$ cat src/rtl/sysid_access_ctrl.sv
// sysid_access_ctrl
//   Boot-time check of the system-ID slave followed by round-robin sharing of
//   its single-word read port between two requesters.
//
//   Optional feature macro: SYSID_BOOT_CHECK_EN
//     defined   : after reset, address 0 (ID) and address 1 (timestamp) are read
//                 and compared against EXPECT_ID / EXPECT_TS before arbitration starts.
//     undefined : arbitration starts straight out of reset, boot_done_o goes high
//                 on the first edge, id_ok_o / id_mismatch_o stay 0.
//
//   Ports
//     clock_i           system clock (rising edge)
//     reset_n_i         asynchronous active-low reset
//     sysid_address_o   word address to the system-ID slave
//     sysid_readdata_i  read data from the slave, READ_LATENCY cycles after address
//     req_i[1:0]        per-requester read request, held until granted
//     req_addr_i[1:0]   per-requester word select, sampled on the grant edge
//     gnt_o[1:0]        one-hot single-cycle grant (ISSUE cycle)
//     rvalid_o[1:0]     one-hot single-cycle read-data valid (RESP cycle)
//     rdata_o[31:0]     last sampled read data
//     boot_done_o       boot check finished (sticky)
//     id_ok_o           both boot words matched (sticky)
//     id_mismatch_o     at least one boot word differed (sticky)
//
//   state   | meaning
//   --------+------------------------------------------------------------
//   BOOT_ID | boot read of address 0, READ_LATENCY+2 cycles
//   BOOT_TS | boot read of address 1, flags set on its last edge
//   IDLE    | arbitrate between pending requests
//   ISSUE   | grant pulse, address driven
//   WAIT    | slave latency, readdata sampled on the last WAIT edge
//   RESP    | rvalid pulse with rdata

module sysid_access_ctrl #(
  parameter int unsigned READ_LATENCY = 1,
  parameter logic [31:0] EXPECT_ID    = 32'd0,
  parameter logic [31:0] EXPECT_TS    = 32'd1370770100
) (
  input  logic        clock_i,
  input  logic        reset_n_i,
  output logic        sysid_address_o,
  input  logic [31:0] sysid_readdata_i,
  input  logic [1:0]  req_i,
  input  logic [1:0]  req_addr_i,
  output logic [1:0]  gnt_o,
  output logic [1:0]  rvalid_o,
  output logic [31:0] rdata_o,
  output logic        boot_done_o,
  output logic        id_ok_o,
  output logic        id_mismatch_o
);

  typedef enum logic [2:0] {
    S_BOOT_ID, S_BOOT_TS, S_IDLE, S_ISSUE, S_WAIT, S_RESP
  } state_e;

  // One down-counter paces every read: loaded with READ_LATENCY+1 on the
  // issue cycle, data is sampled at count 1 and boot reads finish at count 0.
  localparam logic [2:0] CNT_LOAD = 3'(READ_LATENCY + 1);

`ifdef SYSID_BOOT_CHECK_EN
  localparam state_e RESET_STATE = S_BOOT_ID;
`else
  localparam state_e RESET_STATE = S_IDLE;
`endif

  state_e      state_q, state_d;
  logic [2:0]  cnt_q, cnt_d;
  logic        addr_q, addr_d;
  logic [1:0]  gnt_q, gnt_d;
  logic [1:0]  rvalid_q, rvalid_d;
  logic        win_q, win_d;
  logic        last_q, last_d;
  logic [31:0] rdata_q, rdata_d;
  logic        boot_done_q, boot_done_d;
  logic        sample;
  logic        pick;

`ifdef SYSID_BOOT_CHECK_EN
  logic id_match_q, id_match_d;
  logic ts_match_q, ts_match_d;
  logic id_ok_q, id_ok_d;
  logic id_mis_q, id_mis_d;
`else
  logic unused_expect;
  assign unused_expect = ^{EXPECT_ID, EXPECT_TS};
`endif

  assign sample = (cnt_q == 3'd1);
  // With both requesting, the one not granted last wins; last_q resets to 1
  // so requester 0 is favoured first.
  assign pick   = (req_i == 2'b11) ? ~last_q : req_i[1];

  always_comb begin
    state_d     = state_q;
    cnt_d       = cnt_q;
    addr_d      = addr_q;
    gnt_d       = 2'b00;
    rvalid_d    = 2'b00;
    win_d       = win_q;
    last_d      = last_q;
    rdata_d     = rdata_q;
    boot_done_d = boot_done_q;
`ifdef SYSID_BOOT_CHECK_EN
    id_match_d  = id_match_q;
    ts_match_d  = ts_match_q;
    id_ok_d     = id_ok_q;
    id_mis_d    = id_mis_q;
`else
    boot_done_d = 1'b1;
`endif
    case (state_q)
`ifdef SYSID_BOOT_CHECK_EN
      S_BOOT_ID: begin
        cnt_d = cnt_q - 3'd1;
        if (sample) id_match_d = (sysid_readdata_i == EXPECT_ID);
        if (cnt_q == 3'd0) begin
          state_d = S_BOOT_TS;
          cnt_d   = CNT_LOAD;
          addr_d  = 1'b1;
        end
      end
      S_BOOT_TS: begin
        cnt_d = cnt_q - 3'd1;
        if (sample) ts_match_d = (sysid_readdata_i == EXPECT_TS);
        if (cnt_q == 3'd0) begin
          state_d     = S_IDLE;
          addr_d      = 1'b0;
          boot_done_d = 1'b1;
          id_ok_d     = id_match_q & ts_match_q;
          id_mis_d    = ~(id_match_q & ts_match_q);
        end
      end
`endif
      S_IDLE: begin
        if (req_i != 2'b00) begin
          state_d = S_ISSUE;
          cnt_d   = CNT_LOAD;
          gnt_d   = pick ? 2'b10 : 2'b01;
          addr_d  = req_addr_i[pick];
          win_d   = pick;
          last_d  = pick;
        end
      end
      S_ISSUE, S_WAIT: begin
        cnt_d = cnt_q - 3'd1;
        if (sample) begin
          state_d  = S_RESP;
          rdata_d  = sysid_readdata_i;
          rvalid_d = win_q ? 2'b10 : 2'b01;
        end else begin
          state_d = S_WAIT;
        end
      end
      S_RESP: begin
        state_d = S_IDLE;
        addr_d  = 1'b0;
      end
      default: state_d = S_IDLE;
    endcase
  end

  always_ff @(posedge clock_i or negedge reset_n_i) begin
    if (!reset_n_i) begin
      state_q     <= RESET_STATE;
      cnt_q       <= CNT_LOAD;
      addr_q      <= 1'b0;
      gnt_q       <= 2'b00;
      rvalid_q    <= 2'b00;
      win_q       <= 1'b0;
      last_q      <= 1'b1;
      rdata_q     <= 32'd0;
      boot_done_q <= 1'b0;
`ifdef SYSID_BOOT_CHECK_EN
      id_match_q  <= 1'b0;
      ts_match_q  <= 1'b0;
      id_ok_q     <= 1'b0;
      id_mis_q    <= 1'b0;
`endif
    end else begin
      state_q     <= state_d;
      cnt_q       <= cnt_d;
      addr_q      <= addr_d;
      gnt_q       <= gnt_d;
      rvalid_q    <= rvalid_d;
      win_q       <= win_d;
      last_q      <= last_d;
      rdata_q     <= rdata_d;
      boot_done_q <= boot_done_d;
`ifdef SYSID_BOOT_CHECK_EN
      id_match_q  <= id_match_d;
      ts_match_q  <= ts_match_d;
      id_ok_q     <= id_ok_d;
      id_mis_q    <= id_mis_d;
`endif
    end
  end

  assign sysid_address_o = addr_q;
  assign gnt_o           = gnt_q;
  assign rvalid_o        = rvalid_q;
  assign rdata_o         = rdata_q;
  assign boot_done_o     = boot_done_q;
`ifdef SYSID_BOOT_CHECK_EN
  assign id_ok_o         = id_ok_q;
  assign id_mismatch_o   = id_mis_q;
`else
  assign id_ok_o         = 1'b0;
  assign id_mismatch_o   = 1'b0;
`endif

endmodule
$ cat config.mk
export PLATFORM = sky130hd
export DESIGN_NAME = sysid_access_ctrl
export DESIGN_NICKNAME = d
export VERILOG_FILES = /design/src/rtl/sysid_access_ctrl.sv
export SDC_FILE = /design/constraint.sdc
export NUM_CORES = 1
export LEC_CHECK = 0
export CAP_MARGIN = 20
export CORE_ASPECT_RATIO = 0.9
export CORE_UTILIZATION = 30
export CTS_CLUSTER_SIZE = 20
export DETAILED_ROUTE_END_ITERATION = 6
export PLACE_DENSITY = 0.7
export SLEW_MARGIN = 20
export SYNTH_ARGS = -nofsm -noshare
export SYNTH_HDL_FRONTEND = slang
export SYNTH_SLANG_ARGS = --single-unit
$ cat constraint.sdc
create_clock -name clock_i -period 1.9 [get_ports clock_i]
set_clock_uncertainty 0.05 [all_clocks]
set_input_delay 0.38 -clock clock_i [delete_from_list [all_inputs] [get_ports clock_i]]
set_output_delay 0.38 -clock clock_i [all_outputs]
set_load 0.01 [all_outputs]
* Word-level counts from Yosys, hierarchy flattened
Cells that the tools add are included.
** Operators by class
- $lt $le $gt $ge :: 1
- Bitwise gates (word level) :: 1
- $add $sub $neg :: 1
- Shift-type cells :: 0
- Muxes and demuxes :: 16
- $mul :: 0
- Div/mod/pow operators :: 0
- Reductions and logical operators :: 8
- Equality and inequality tests :: 7
** Operators by type and width (count)
- $mux W2 :: 6
- $pmux W3 S2 :: 2
- $reduce_and A2 Y1 :: 4
- $eq A3 B2 Y1 const B :: 2
- $eq A3 B3 Y1 const B :: 2
- $mux W3 :: 2
- $reduce_bool A2 Y1 :: 3
- $mux W1 :: 5
- $eq A3 B1 Y1 const B :: 1
- $sub A3 B1 Y3 const B :: 1
- $eq A2 B2 Y1 const B :: 1
- $lt A1 B2 Y1 const B :: 1
- $ne A2 B2 Y1 const B :: 1
- $pmux W1 S2 :: 1
- $reduce_or A2 Y1 :: 1
- $not A1 Y1 :: 1
** Word-level totals
- Logic and storage cells :: 43
- Register bits :: 46
- RAM bits :: 0
- Memory bits (read-only) :: 0
- Input bits :: 38
- Memories :: 0
- Bits in latches :: 0

* Logic depth before layout (Yosys ltp)
Gate-level depths: netlist (run 1).
- Word-level depth :: 6
- Gate-level depth with buffers :: 6
- Depth with buffers taken out :: 5

* Worst setup path after synthesis (run 1)
OpenSTA, ideal clock, no wires.
- Path kind :: reg-to-reg
- Start :: reg state_q[1]
- End :: reg rdata_q[10] (netlist: rdata_o[10])
- Buffers on the path :: 1
- Clock period less this slack :: 1.680 ns
- Arrival time :: 1.505 ns
- Library setup time :: 0.125 ns
- Slack :: 0.220 ns
- Stages on the path, launching flop included :: 7
- Data required time :: 1.725 ns
- Cells stage by stage :: dfstp_2 > nand2_1 > o22ai_4 > inv_4 > nor2_8 > buf_12 > mux2_4
** On the way
- Word-level cells in the longest chain between the ends :: 3
- Elaborated cells between the ends (all ways) :: 4
** RTL lines
- start, declared :: RTL line 67 : state_e state_q, state_d;
- start signal, assigned :: RTL line 181 : state_q <= state_d;
- $eq A3 B2 Y1 or $eq A3 B3 Y1 (tied branches) :: RTL line 112 : case (state_q)
- $reduce_or A2 Y1 (*) :: RTL line 112
- $reduce_and A2 Y1 (no line) (*)
- end signal, assigned :: RTL line 188 : rdata_q <= rdata_d;
- end, declared :: RTL line 74 : logic [31:0] rdata_q, rdata_d;
Mark *: on every way between the ends. The rest lies on a longest branch, timed or not.
A chain may end at the register's enable or synchronous reset.

* Final worst setup path (run 1)
- Start :: reg state_q[1]
- End :: reg rdata_q[1] (netlist: rdata_o[1])
Same word-level chain as after synthesis.

==> run_results.csv, run 1 <==
group,metric,value,unit
synth,synthXorXnorAreaFrac,0,
pwr,ir_drop,0.403,mV
floorplanning,die-height,78.3,um
global_routing,grt_pass1_vias,1255,
cells_and_area,diodes,0,
detailed_routing,firstDrtPassIters,3,
placed_design,dp_hpwl,2880,um
setup_path,crit_arrival,1890,ps
synth,syn_avg_cell_area,16.6,um^2
hold_path,hold_class,"in2async",
placed_design,globalplace.congestion,0.707,
synth,yosysWarnings,0,
detailed_routing,wl_per_cell,13.4,um
detailed_routing,drtAntennaViolNets,0,
global_routing,antenna_found_initial,0,
timing,timing.slew.headroom,0.653,
detailed_routing,drc,0,
cells_and_area,drive_above_1_share,0.271,
clock_tree,cts_root_buf,"clkbuf_8",
timing,hold_viol,0,
floorplanning,dieWidth,86.8,um
clock_tree,postCtsSetupBuffers,0,
synth,syn_area,1940,um^2
synth,synth_top_family_by_area,"multiplexers",
detailed_routing,drt-vias-per-instance,4.18,
placed_design,pre_cts_slack,59.2,ps
cells_and_area,nets,242,
clock_tree,clock_path_buffers,2,
cells_and_area,finalInstanceArea,2910,um^2
floorplanning,num_rows,27,
global_routing,grt_first_pass_wirelength,6380,um
clock_tree,cts_tree,"yes",
timing,finalSetupViolations,0,
synth,synth_cell_types,30,
floorplanning,start_util,0.314,
synth,async_flop_share,1.00,
synth,yosysSeqAreaShare,0.595,
global_routing,grt_remaining_overflow,0,
clock_tree,clk_pin_slew_worst_paths,80,ps
timing,tightest_slew,520,ps
job,maxCapViolCount,0,
synth,muxShareOfSynthArea,0.253,
placed_design,io_buffers,75,
timing,grt_setup_unrepaired,"no",
clock_tree,cts.htree.levels,2,
clock_tree,cts_resized,0,
synth,synth_top_area_frac,0.554,
placed_design,dpl_cell_area,2800,um^2
clock_tree,clock-sinks,46,
pwr,finalPower,4.27,mW
setup_path,critical_path_class,"reg2reg",
synth,yosys_most_used_dff,"dfrtp_1",
pwr,p_leak,1.30,nW
setup_path,cp_max_fo,24,
timing,min_period,1760,ps
setup_path,required,2030,ps
timing,post-route-worst-setup-slack,144,ps
clock_tree,holdBufCountCts,0,
timing,fin_crit_sh,0.924,
global_routing,grt_max_degree,25,
setup_path,startpoint_type,"register",
clock_tree,clock_latency,290,ps
detailed_routing,drt-initial-drc-count,26,
setup_path,cp-end-kind,"register",
synth,synthTopCellsByArea,"dfrtp_1 (55%), mux2_4 (22%), dfstp_2 (4.1%), buf_12 (3.1%), mux2_2 (2.3%)",
pwr,p_per_area,1470,nW/um^2
synth,synthAdderAreaFrac,0.0129,
synth,ys_ff_latch,46,
synth,yosys-top-cells-count,"dfrtp_1 (43), mux2_4 (29), mux2_2 (4)",
timing,fin_setup_tns,0,ps
synth,synth.most_common_cell,"dfrtp_1",
global_routing,gr-usage-all-layers,0.125,
detailed_routing,num_vias,1213,
synth,syn_inst,117,
timing,finalMaxSlewViolations,0,
floorplanning,io_pins,78,
detailed_routing,wl,3880,um
status,status,"completed",
cells_and_area,syn2layout_area_growth,50.0,%
clock_tree,numCtsBuffers,5,
timing,max_freq,570,MHz
floorplanning,core_area,6180,um^2
synth,synth_compound_area_frac,0.0412,
floorplanning,dieArea,6800,um^2
synth,synthSimpleGateAreaFrac,0.0470,
synth,synth_top_area_cell,"dfrtp_1",
synth,synth-edff-count,0,
## power breakdown
group	switching, mW	total [mW]	internal (mW)
clock network	0.328	0.720	0.393
logic	0.656	1.90	1.24
registers	0.242	1.65	1.41
## path summary, 6_finish.rpt
kind                            slack [ps]          end  depth (start not counted)        from
worst min register to register         420  rvalid_o[0]                          1       win_q
max in group asynchronous             1230   rdata_o[6]                          2   reset_n_i
min in group clock_i                   420  rvalid_o[0]                          1       win_q
worst min-delay path                     2  rdata_o[20]                          1   reset_n_i
worst max register to register         140   rdata_o[1]                          6  state_q[1]
worst max-delay path                   140   rdata_o[1]                          6  state_q[1]
## kinds of logic after synthesis
group / after synthesis
simple gates: 14
buf+inv: 9
flops: 46
fa+ha+maj: 2
mux: 34
other cells: 2
compound gates: 10
## metrics by stage
stage	utilization	hold WS [ps]	instances
after CTS	0.471	20.1	290
after global routing	0.471	42.2	290
final	0.471	1.92	290
after detailed placement	0.453	342	282
after floorplan	-	34.4	118
after global placement	0.453	338	282
## critical path, stage by stage (launching register included)
cell	delay [ps]
dfstp_2	560
nand2_1	90
o22ai_4	170
inv_4	80
nor2_8	110
buf_12	220
mux2_2	350
## per-layer routing
metal,wire [um],global-route usage
met1,1850,0.171
met2,1650,0.182
met3,307,0.0379
met4,69,0.0583
met5,0,0
## sequential cells by signal (all words and copies together) (netlist names)
register	count
rdata_o	32
last_q	1
sysid_address_o	1
win_q	1
boot_done_o	1
cnt_q	3
state_q	3
rvalid_o	2
gnt_o	2
## layout make-up
| cell class | instances | area (um^2) |
|---|---|---|
| Timing Repair Buffer | 82 | 823 |
| Fill cell | 565 | 3270 |
| Clock buffer | 6 | 72.6 |
| Clock inverter | 2 | 37.5 |
| Inverter | 4 | 17.5 |
| Sequential cell | 46 | 1150 |
| Tap cell | 87 | 109 |
| Multi-Input combinational cell | 63 | 698 |
## cell usage in the layout, fill, tap and decap left out, drive strengths merged, types with 2 or more instances in the layout
cell type	instances
a21o	2
and2	2
buf	8
clkbuf	6
clkdlybuf4s50	74
conb	3
dfrtp	43
dfstp	3
ha	2
inv	4
mux2	33
nand2	3
nand2b	2
nor2	3
o21ai	2
(Power assumes the default switching activity.)
==> run 2, diff against run 1 <==
--- a/config.mk
+++ b/config.mk
@@ -6,7 +6,6 @@
 export NUM_CORES = 1
 export LEC_CHECK = 0
 export CAP_MARGIN = 20
-export CORE_ASPECT_RATIO = 0.9
 export CORE_UTILIZATION = 30
 export CTS_CLUSTER_SIZE = 20
 export DETAILED_ROUTE_END_ITERATION = 6
==> run_results.csv, run 2 (synthesis gave the netlist of run 1 again) <==
group,metric,value,unit
floorplanning,num_rows,28,
timing,finalMaxSlewViolations,0,
clock_tree,clock-sinks,46,
cells_and_area,regArea,1150,um^2
global_routing,antenna_found_initial,0,
cells_and_area,fillCellCount,569,
job,maxCapViolCount,0,
cells_and_area,drive_above_1_share,0.271,
clock_tree,clock_latency,290,ps
floorplanning,io_pins,78,
setup_path,cp_cell_sequence,"nand2_1 > o22ai_4 > inv_4 > nor2_8 > buf_12 > mux2_2",
cells_and_area,largest_reg_flops,32,
detailed_routing,wl,3680,um
global_routing,grt_remaining_overflow,0,
setup_path,startpoint_type,"register",
setup_path,required,2040,ps
setup_path,max_stage_delay,550,ps
pwr,p_leak,1.29,nW
detailed_routing,num_vias,1214,
global_routing,gr-usage-all-layers,0.114,
timing,finalSetupViolations,0,
detailed_routing,drtAntennaViolNets,0,
pwr,p_per_area,1430,nW/um^2
pwr,finalPower,4.14,mW
setup_path,slowest_stage,"dfstp_2",
cells_and_area,multi_input_area,698,um^2
timing,grt_setup_unrepaired,"no",
global_routing,grt_max_degree,33,
clock_tree,cts_root_buf,"clkbuf_8",
placed_design,globalplace.congestion,0.706,
setup_path,critPathTopFamily,"flip-flops",
timing,hold_viol,0,
floorplanning,dieWidth,82.5,um
clock_tree,clock_path_buffers,2,
cells_and_area,final_common_cell,"clkdlybuf4s50_1",
floorplanning,dieArea,6800,um^2
clock_tree,cts_tree,"yes",
setup_path,crit_arrival,1850,ps
cells_and_area,diodes,0,
cells_and_area,syn2layout_area_growth,49.0,%
detailed_routing,drt-initial-drc-count,44,
placed_design,dp_hpwl,2670,um
global_routing,grt_first_pass_wirelength,5660,um
clock_tree,cts.htree.levels,2,
detailed_routing,drc,0,
cells_and_area,nets,242,
placed_design,io_buffers,75,
hold_path,hold_class,"reg2reg",
setup_path,cp_max_fo,18,
cells_and_area,final_cell_mix,"clkdlybuf4s50_1 (74), dfrtp_1 (43), mux2_4 (29), clkbuf_8 (5), mux2_2 (4)",
floorplanning,die-height,82.5,um
setup_path,critical_path_class,"reg2reg",
detailed_routing,wl_per_cell,13.2,um
setup_path,cp-end-kind,"register",
setup_path,crit_buf_inv,2,
timing,min_period,1720,ps
clock_tree,numCtsBuffers,5,
clock_tree,clk_pin_slew_worst_paths,90,ps
timing,fin_setup_tns,0,ps
floorplanning,start_util,0.319,
timing,fin_crit_sh,0.903,
detailed_routing,drt-vias-per-instance,4.37,
floorplanning,core_area,6100,um^2
pwr,ir_drop,0.624,mV
status,status,"completed",
detailed_routing,firstDrtPassIters,3,
timing,max_freq,583,MHz
global_routing,grt_pass1_vias,1245,
run 2: cell type report:
| cell class | count | share of cell area |
|---|---|---|
| clock buffer | 5 | 0.0238 |
| clock inverter | 3 | 0.00735 |
| multi-input combinational | 63 | 0.241 |
| inverter | 4 | 0.00606 |
| tap | 75 | 0.0324 |
| sequential | 46 | 0.399 |
| timing repair buffer | 82 | 0.290 |
run 2: final timing paths:
path | depth (start not counted) | slack (ps) | end | from
max in group asynchronous | 3 | 780 | cnt_q[1] | reset_n_i
hold reg to reg | 1 | 440 | rvalid_o[0] | win_q
setup reg to reg | 6 | 180 | rdata_o[1] | state_q[1]
min in group asynchronous | 2 | 470 | rdata_o[22] | reset_n_i
hold / removal | 1 | 440 | rvalid_o[0] | win_q
setup / recovery | 6 | 180 | rdata_o[1] | state_q[1]
run 2: metal layers:
metal	routed length, um	part of all wire	track usage	vias up
met5	0	0	0	-
met4	94	0.026	0.0509	0
met3	335	0.091	0.0407	10
met2	1660	0.45	0.192	54
met1	1590	0.43	0.130	585
li1	-	-	-	565
run 2: report_power, final:
part	leakage, nW	total (mW)	internal, mW	switching [mW]
logic	0.676	1.89	1.24	0.649
registers	0.572	1.65	1.41	0.242
clock network	0.0441	0.590	0.259	0.331
run 2: repair_timing:
item,CTS,global route
gates resized for setup,0,0
buffers inserted,0,0
endpoints found under the hold margin,14,0
hold buffers,1,0
run 2: per-stage QoR:
step                      area (um^2)   util  worst slack [ps]  instances  hold WS, ps
after floorplan                  1950      -               220        118         34.4
after global placement           2790  0.458              81.5        269          259
after detailed placement         2790  0.458              45.5        269          260
after CTS                        2890  0.475               170        278          448
after global routing             2890  0.475               118        278          474
final                            2890  0.475               184        278          441
==> run 3, diff against run 2 <==
--- a/config.mk
+++ b/config.mk
@@ -6,6 +6,7 @@
 export NUM_CORES = 1
 export LEC_CHECK = 0
 export CAP_MARGIN = 20
+export CORE_MARGIN = 4
 export CORE_UTILIZATION = 30
 export CTS_CLUSTER_SIZE = 20
 export DETAILED_ROUTE_END_ITERATION = 6
==> run_results.csv, run 3 (synthesis gave the netlist of run 1 again) <==
group,metric,value,unit
clock_tree,clock_latency,290,ps
detailed_routing,drt-initial-drc-count,25,
detailed_routing,drt-vias-per-instance,4.34,
placed_design,io_buffers,75,
setup_path,startpoint_type,"register",
setup_path,crit_arrival,1840,ps
timing,fin_crit_sh,0.902,
pwr,p_per_area,1470,nW/um^2
floorplanning,io_pins,78,
pwr,finalPower,4.26,mW
clock_tree,cts.htree.levels,2,
global_routing,grt_remaining_overflow,0,
clock_tree,numCtsBuffers,5,
clock_tree,clock-sinks,46,
clock_tree,clock_path_buffers,2,
timing,finalSetupViolations,0,
cells_and_area,fillCellCount,577,
floorplanning,start_util,0.308,
cells_and_area,diodes,0,
timing,max_freq,584,MHz
cells_and_area,final_common_cell,"clkdlybuf4s50_1",
clock_tree,holdBufCountCts,0,
floorplanning,die-height,88.5,um
floorplanning,dieWidth,88.5,um
cells_and_area,syn2layout_area_growth,49.5,%
setup_path,required,2030,ps
clock_tree,clk_pin_slew_worst_paths,90,ps
global_routing,gr-usage-all-layers,0.100,
setup_path,critical_path_class,"reg2reg",
setup_path,r2r_start,"state_q[1]",
cells_and_area,largest_reg_flops,32,
clock_tree,cts_resized,0,
timing,finalMaxSlewViolations,0,
timing,hold_slack,4.08,ps
cells_and_area,nets,241,
timing,grt_setup_unrepaired,"no",
global_routing,grt_max_degree,47,
clock_tree,cts_root_buf,"clkbuf_8",
setup_path,cp-end-kind,"register",
setup_path,r2r_end,"rdata_o[1]",
detailed_routing,firstDrtPassIters,4,
setup_path,rr_worst_depth,6,
cells_and_area,final_cell_mix,"clkdlybuf4s50_1 (74), dfrtp_1 (43), mux2_4 (29), clkbuf_8 (5), mux2_2 (4)",
hold_path,hold_class,"in2async",
status,status,"completed",
timing,hold_viol,0,
floorplanning,num_rows,29,
detailed_routing,wl_per_cell,13.6,um
global_routing,grt_first_pass_wirelength,5900,um
timing,post-route-worst-setup-slack,187,ps
placed_design,globalplace.congestion,0.714,
detailed_routing,num_vias,1212,
pwr,ir_drop,0.675,mV
setup_path,r2r_setup_slack,190,ps
cells_and_area,drive_above_1_share,0.272,
setup_path,cp_max_fo,16,
timing,min_period,1710,ps
placed_design,pre_cts_slack,43.0,ps
detailed_routing,wl,3790,um
clock_tree,postCtsSetupBuffers,0,
pwr,p_leak,1.30,nW
job,maxCapViolCount,0,
placed_design,dp_hpwl,2760,um
floorplanning,core_area,6310,um^2
global_routing,antenna_found_initial,0,
detailed_routing,drtAntennaViolNets,0,
clock_tree,cts_tree,"yes",
floorplanning,dieArea,7820,um^2
timing,fin_setup_tns,0,ps
detailed_routing,drc,0,
global_routing,grt_pass1_vias,1228,
-- run 3: cell count changes in the layout (fill, tap and decap cells not counted), sizes merged --
| cell | delta |
|---|---|
| bufinv | +1 |
| clkinvlp | -1 |
| dlygate4sd3 | -1 |
-- run 3: critical path, cell delays in order (launching register included) --
cell and delay [ps]:
dfstp_2 560, nand2_1 100, o22ai_4 170, inv_4 90, nor2_8 110, buf_12 180, mux2_2 340
-- run 3: worst max-delay path by stage --
stage          depth (start not counted)  slack, ps  startpoint              end
6_report                               6        190  state_q[1]       rdata_o[1]
5_1_grt                                6        130  state_q[1]       rdata_o[2]
4_1_cts                                6        160  state_q[1]       rdata_o[1]
3_5_place_dp                           5         40    req_i[1]  sysid_address_o
3_3_place_gp                           5         80    req_i[1]  sysid_address_o
2_1_floorplan                          6        220  state_q[1]      rdata_o[10]
-- run 3: power by group --
| group | internal, mW | switching [mW] |
|---|---|---|
| Sequential | 1.41 | 0.243 |
| Combinational | 1.24 | 0.652 |
| Clock | 0.387 | 0.321 |
| Total | 3.04 | 1.22 |
-- run 3: area by class of cell --
cell class / instances / area (um^2) / area share
Sequential cell: 46 / 1150 / 0.398
Timing Repair Buffer: 81 / 828 / 0.285
Multi-Input combinational cell: 63 / 698 / 0.240
Tap cell: 77 / 96.3 / 0.0332
Clock buffer: 5 / 68.8 / 0.0237
Clock inverter: 3 / 40.0 / 0.0138
Inverter: 4 / 17.5 / 0.00603
-- run 3: metrics by stage --
step                area [um^2]  std cells   util
floorplan                  1950        118      -
detailed placement         2800        271  0.443
CTS                        2900        279  0.460
global route               2900        279  0.460
finish                     2900        279  0.460
global placement           2800        271  0.443
-- run 3: layer usage --
| metal | global-route usage | up-vias | share of wire |
|---|---|---|---|
| li1 | - | 565 | - |
| met1 | 0.125 | 583 | 0.45 |
| met2 | 0.156 | 59 | 0.43 |
| met3 | 0.0438 | 5 | 0.11 |
| met4 | 0.0330 | 0 | 0.012 |
| met5 | 0 | - | 0 |
==> RTL edit: new RTL, flow settings as in run 2 <==
Encoding of `state_e`: now one-hot (6 bits for 6 states).
--- a/src/rtl/sysid_access_ctrl.sv
+++ b/src/rtl/sysid_access_ctrl.sv
@@ -50,8 +50,8 @@
   output logic        id_mismatch_o
 );
 
-  typedef enum logic [2:0] {
-    S_BOOT_ID, S_BOOT_TS, S_IDLE, S_ISSUE, S_WAIT, S_RESP
+  typedef enum logic [5:0] {
+    S_BOOT_ID = 6'b000001, S_BOOT_TS = 6'b000010, S_IDLE = 6'b000100, S_ISSUE = 6'b001000, S_WAIT = 6'b010000, S_RESP = 6'b100000
   } state_e;
 
   // One down-counter paces every read: loaded with READ_LATENCY+1 on the
Check against the original RTL: no difference found for any inputs over 10 cycles, from zero or initial values and one cycle with reset_n_i low; not proved beyond that.
==> RTL edit against run 2 <==
  * Global-route usage up 0.36 points
  * Routed wire length up 2.7%
  * Final area up 1.5%
  * Setup slack worse by 58 ps
  * Critical endpoint is now rdata_o[3]
  * Non-clock buffer count up 1
  * Maximum frequency down 3.3%
  * Power down 6.0%
  * Sequential cell count up 1
  * Critical path type unchanged
  * Die area up 2.7%
  * Via count up 7.2%
  * Area after synthesis up 2.8%
==> RTL edit: results (changes against run 2) <==
set qor(drcViolationCount) 0 ;# unchanged
set qor(clock_latency_ps) 290 ;# about the same
set qor(ys_seq_area_share_pct) 59.1 ;# -0.35 points
set qor(max_slew_violation_total_from_the_final_report) 0 ;# unchanged
set qor(critPathSlowestCell) {sky130_fd_sc_hd__dfrtp_1}
set qor(synth_cell_types) 29 ;# -3.3%
set qor(place_inst) 283 ;# +5.2%
set qor(antennaDiodeCount) 0 ;# unchanged
set qor(cts-buffers-inserted) 5 ;# unchanged
set qor(largest_register_ffs) 32 ;# unchanged
set qor(synthCells) 129 ;# +10%
set qor(grt_first_pass_wirelength_um) 6620 ;# +17%
set qor(initialDrtViolationCount) 38 ;# -14%
set qor(netlist_top_cells_count) {sky130_fd_sc_hd__dfrtp_1, sky130_fd_sc_hd__mux2_4, sky130_fd_sc_hd__mux2_2}
set qor(p_leak_nw) 1.31 ;# +1.0%
set qor(detail_route.wl_per_cell_um) 12.9 ;# -2.2%
set qor(cells_on_worst_reg2reg_path) 5 ;# -1
set qor(pre_repair_dr_iteration_count) 3 ;# unchanged
set qor(cts.root.buffer_cell) {sky130_fd_sc_hd__clkbuf_8}
set qor(number_of_global_route_vias_before_repair) 1358 ;# +9.1%
set qor(post_dp_cell_area_um2) 2830 ;# +1.5%
set qor(outcome) {complete, no violations}
set qor(reg2reg_to) {rdata_o[3]}
set qor(gpl.final_weighted_congestion) 0.739 ;# +4.7%
set qor(synth_async_sr_flop_share_pct) 100 ;# unchanged
set qor(antenna_violations_before_repair) 0 ;# unchanged
set qor(max-clock-path-buffers) 2 ;# unchanged
set qor(place_worst_setup_slack_ps) -27.3 ;# -72.8 ps
set qor(post_cts_buffers) 0 ;# unchanged
set qor(dr_total_vias) 1302 ;# +7.2%
set qor(worst_setup_hold_path_clk_slew_ps) 90 ;# about the same
set qor(final_layout_size_suffix_gt1_share_pct) 25.1 ;# -2.0 points
set qor(crit_path_max_incr_delay_ps) 420 ;# -130 ps
set qor(portBuffers) 75 ;# unchanged
set qor(place.detailed.hpwl_um) 2730 ;# +2.4%
set qor(yosys_warning_count) 0 ;# unchanged
set qor(timing.hold.ws_ps) 434 ;# -6.96 ps
set qor(largest_net_degree_at_the_start_of_global_routing) 20 ;# -39%
set qor(post_synth_main_area_contributors) {sky130_fd_sc_hd__dfrtp_1, sky130_fd_sc_hd__mux2_4, sky130_fd_sc_hd__dfstp_2, sky130_fd_sc_hd__mux2_2, sky130_fd_sc_hd__buf_12}
set qor(hold_path_end) {rvalid_o[0]}
set qor(r2r_setup_slk_ps) 130 ;# -60 ps
set qor(timing.rr.start) {state_q[3]}
set qor(finalNetCount) 254 ;# +5.0%
set qor(total_routing_usage_gr_pct) 11.8 ;# +0.36 points
set qor(ir_drop_v) 0.000574 ;# -8.1%
set qor(holdCritStartpoint) {win_q}
set qor(highest_fanout_seen_on_the_critical_path) 16 ;# -2
set qor(post_layout_nonfiller_instances) 292 ;# +5.0%
set qor(hold_class) {reg2reg}
set qor(clock_tree.htree_level_count) 2 ;# unchanged
set qor(timing.final.crit_period_ps) 1770 ;# +58.4 ps
set qor(holdPathStages) 1 ;# unchanged
[RTL edit: cell types whose count changed in the layout (fill, tap and decap cells not counted), sizes merged, moves of 2 or more]
cell	change
nor2b	+4
inv	+2
nor4b	+2
a21o	-2
nand2	+2
a21oi	+3
[RTL edit: power by group]
group	internal, mW	switching (mW)	total (mW)
logic	1.09	0.560	1.65
clock network	0.259	0.339	0.599
registers	1.40	0.231	1.63
total	2.76	1.13	3.89
[RTL edit: cell type report]
cell class                 instances  area (um^2)
sequential                        47         1180
inverter                           5         18.8
tap                               77         96.3
clock buffer                       5         68.8
fill                             597         3450
clock inverter                     3         18.8
multi-input combinational         72          719
timing repair buffer              83          833
[RTL edit: how the worst max path moves through the flow]
stage,endpoint,depth (start not counted),start
2_1_floorplan,rdata_o[10],6,state_q[3]
3_5_place_dp,cnt_q[0],5,req_i[1]
6_report,rdata_o[3],5,state_q[3]
4_1_cts,rdata_o[3],5,state_q[3]
3_3_place_gp,cnt_q[0],5,req_i[1]
5_1_grt,rdata_o[3],5,state_q[3]
[RTL edit: stage by stage]
step	setup TNS [ps]	total power, mW
global route	0	4.16
floorplan	0	2.46
finish	0	3.89
detailed placement	-27.3	3.32
CTS	0	3.95
global placement	0	3.29
[RTL edit: routing by layer]
layer	GRT usage [%]	vias up	routed length [um]
met1	16.2	644	1770
met5	0	-	0
met2	17.7	49	1740
met4	3.24	0	39
li1	-	604	-
met3	3.96	5	235
[RTL edit: cell families after synthesis]
group | Yosys count | synth area share (%)
flops | 47 | 59.1
other cells | 2 | 0.376
fa+ha+maj | 2 | 1.25
buf+inv | 11 | 5.27
simple gates | 19 | 5.27
xor+xnor | 1 | 0.439
compound gates | 14 | 4.58
mux | 33 | 23.7
[RTL edit: critical path, delay by kind of cell (launching register included)]
kind	cells	cell delay [ps]
muxes	1	340
DFF	1	420
and+or+nand+nor	2	500
buffers and inverters	1	180
xor gates and xnor gates	1	160
[RTL edit: repair_timing]
item | 4_1_cts | 5_1_grt
gates resized for setup | 0 | 1
hold buffers | 1 | 0
endpoints found under the setup margin | 0 | 3
endpoints found under the hold margin | 13 | 0
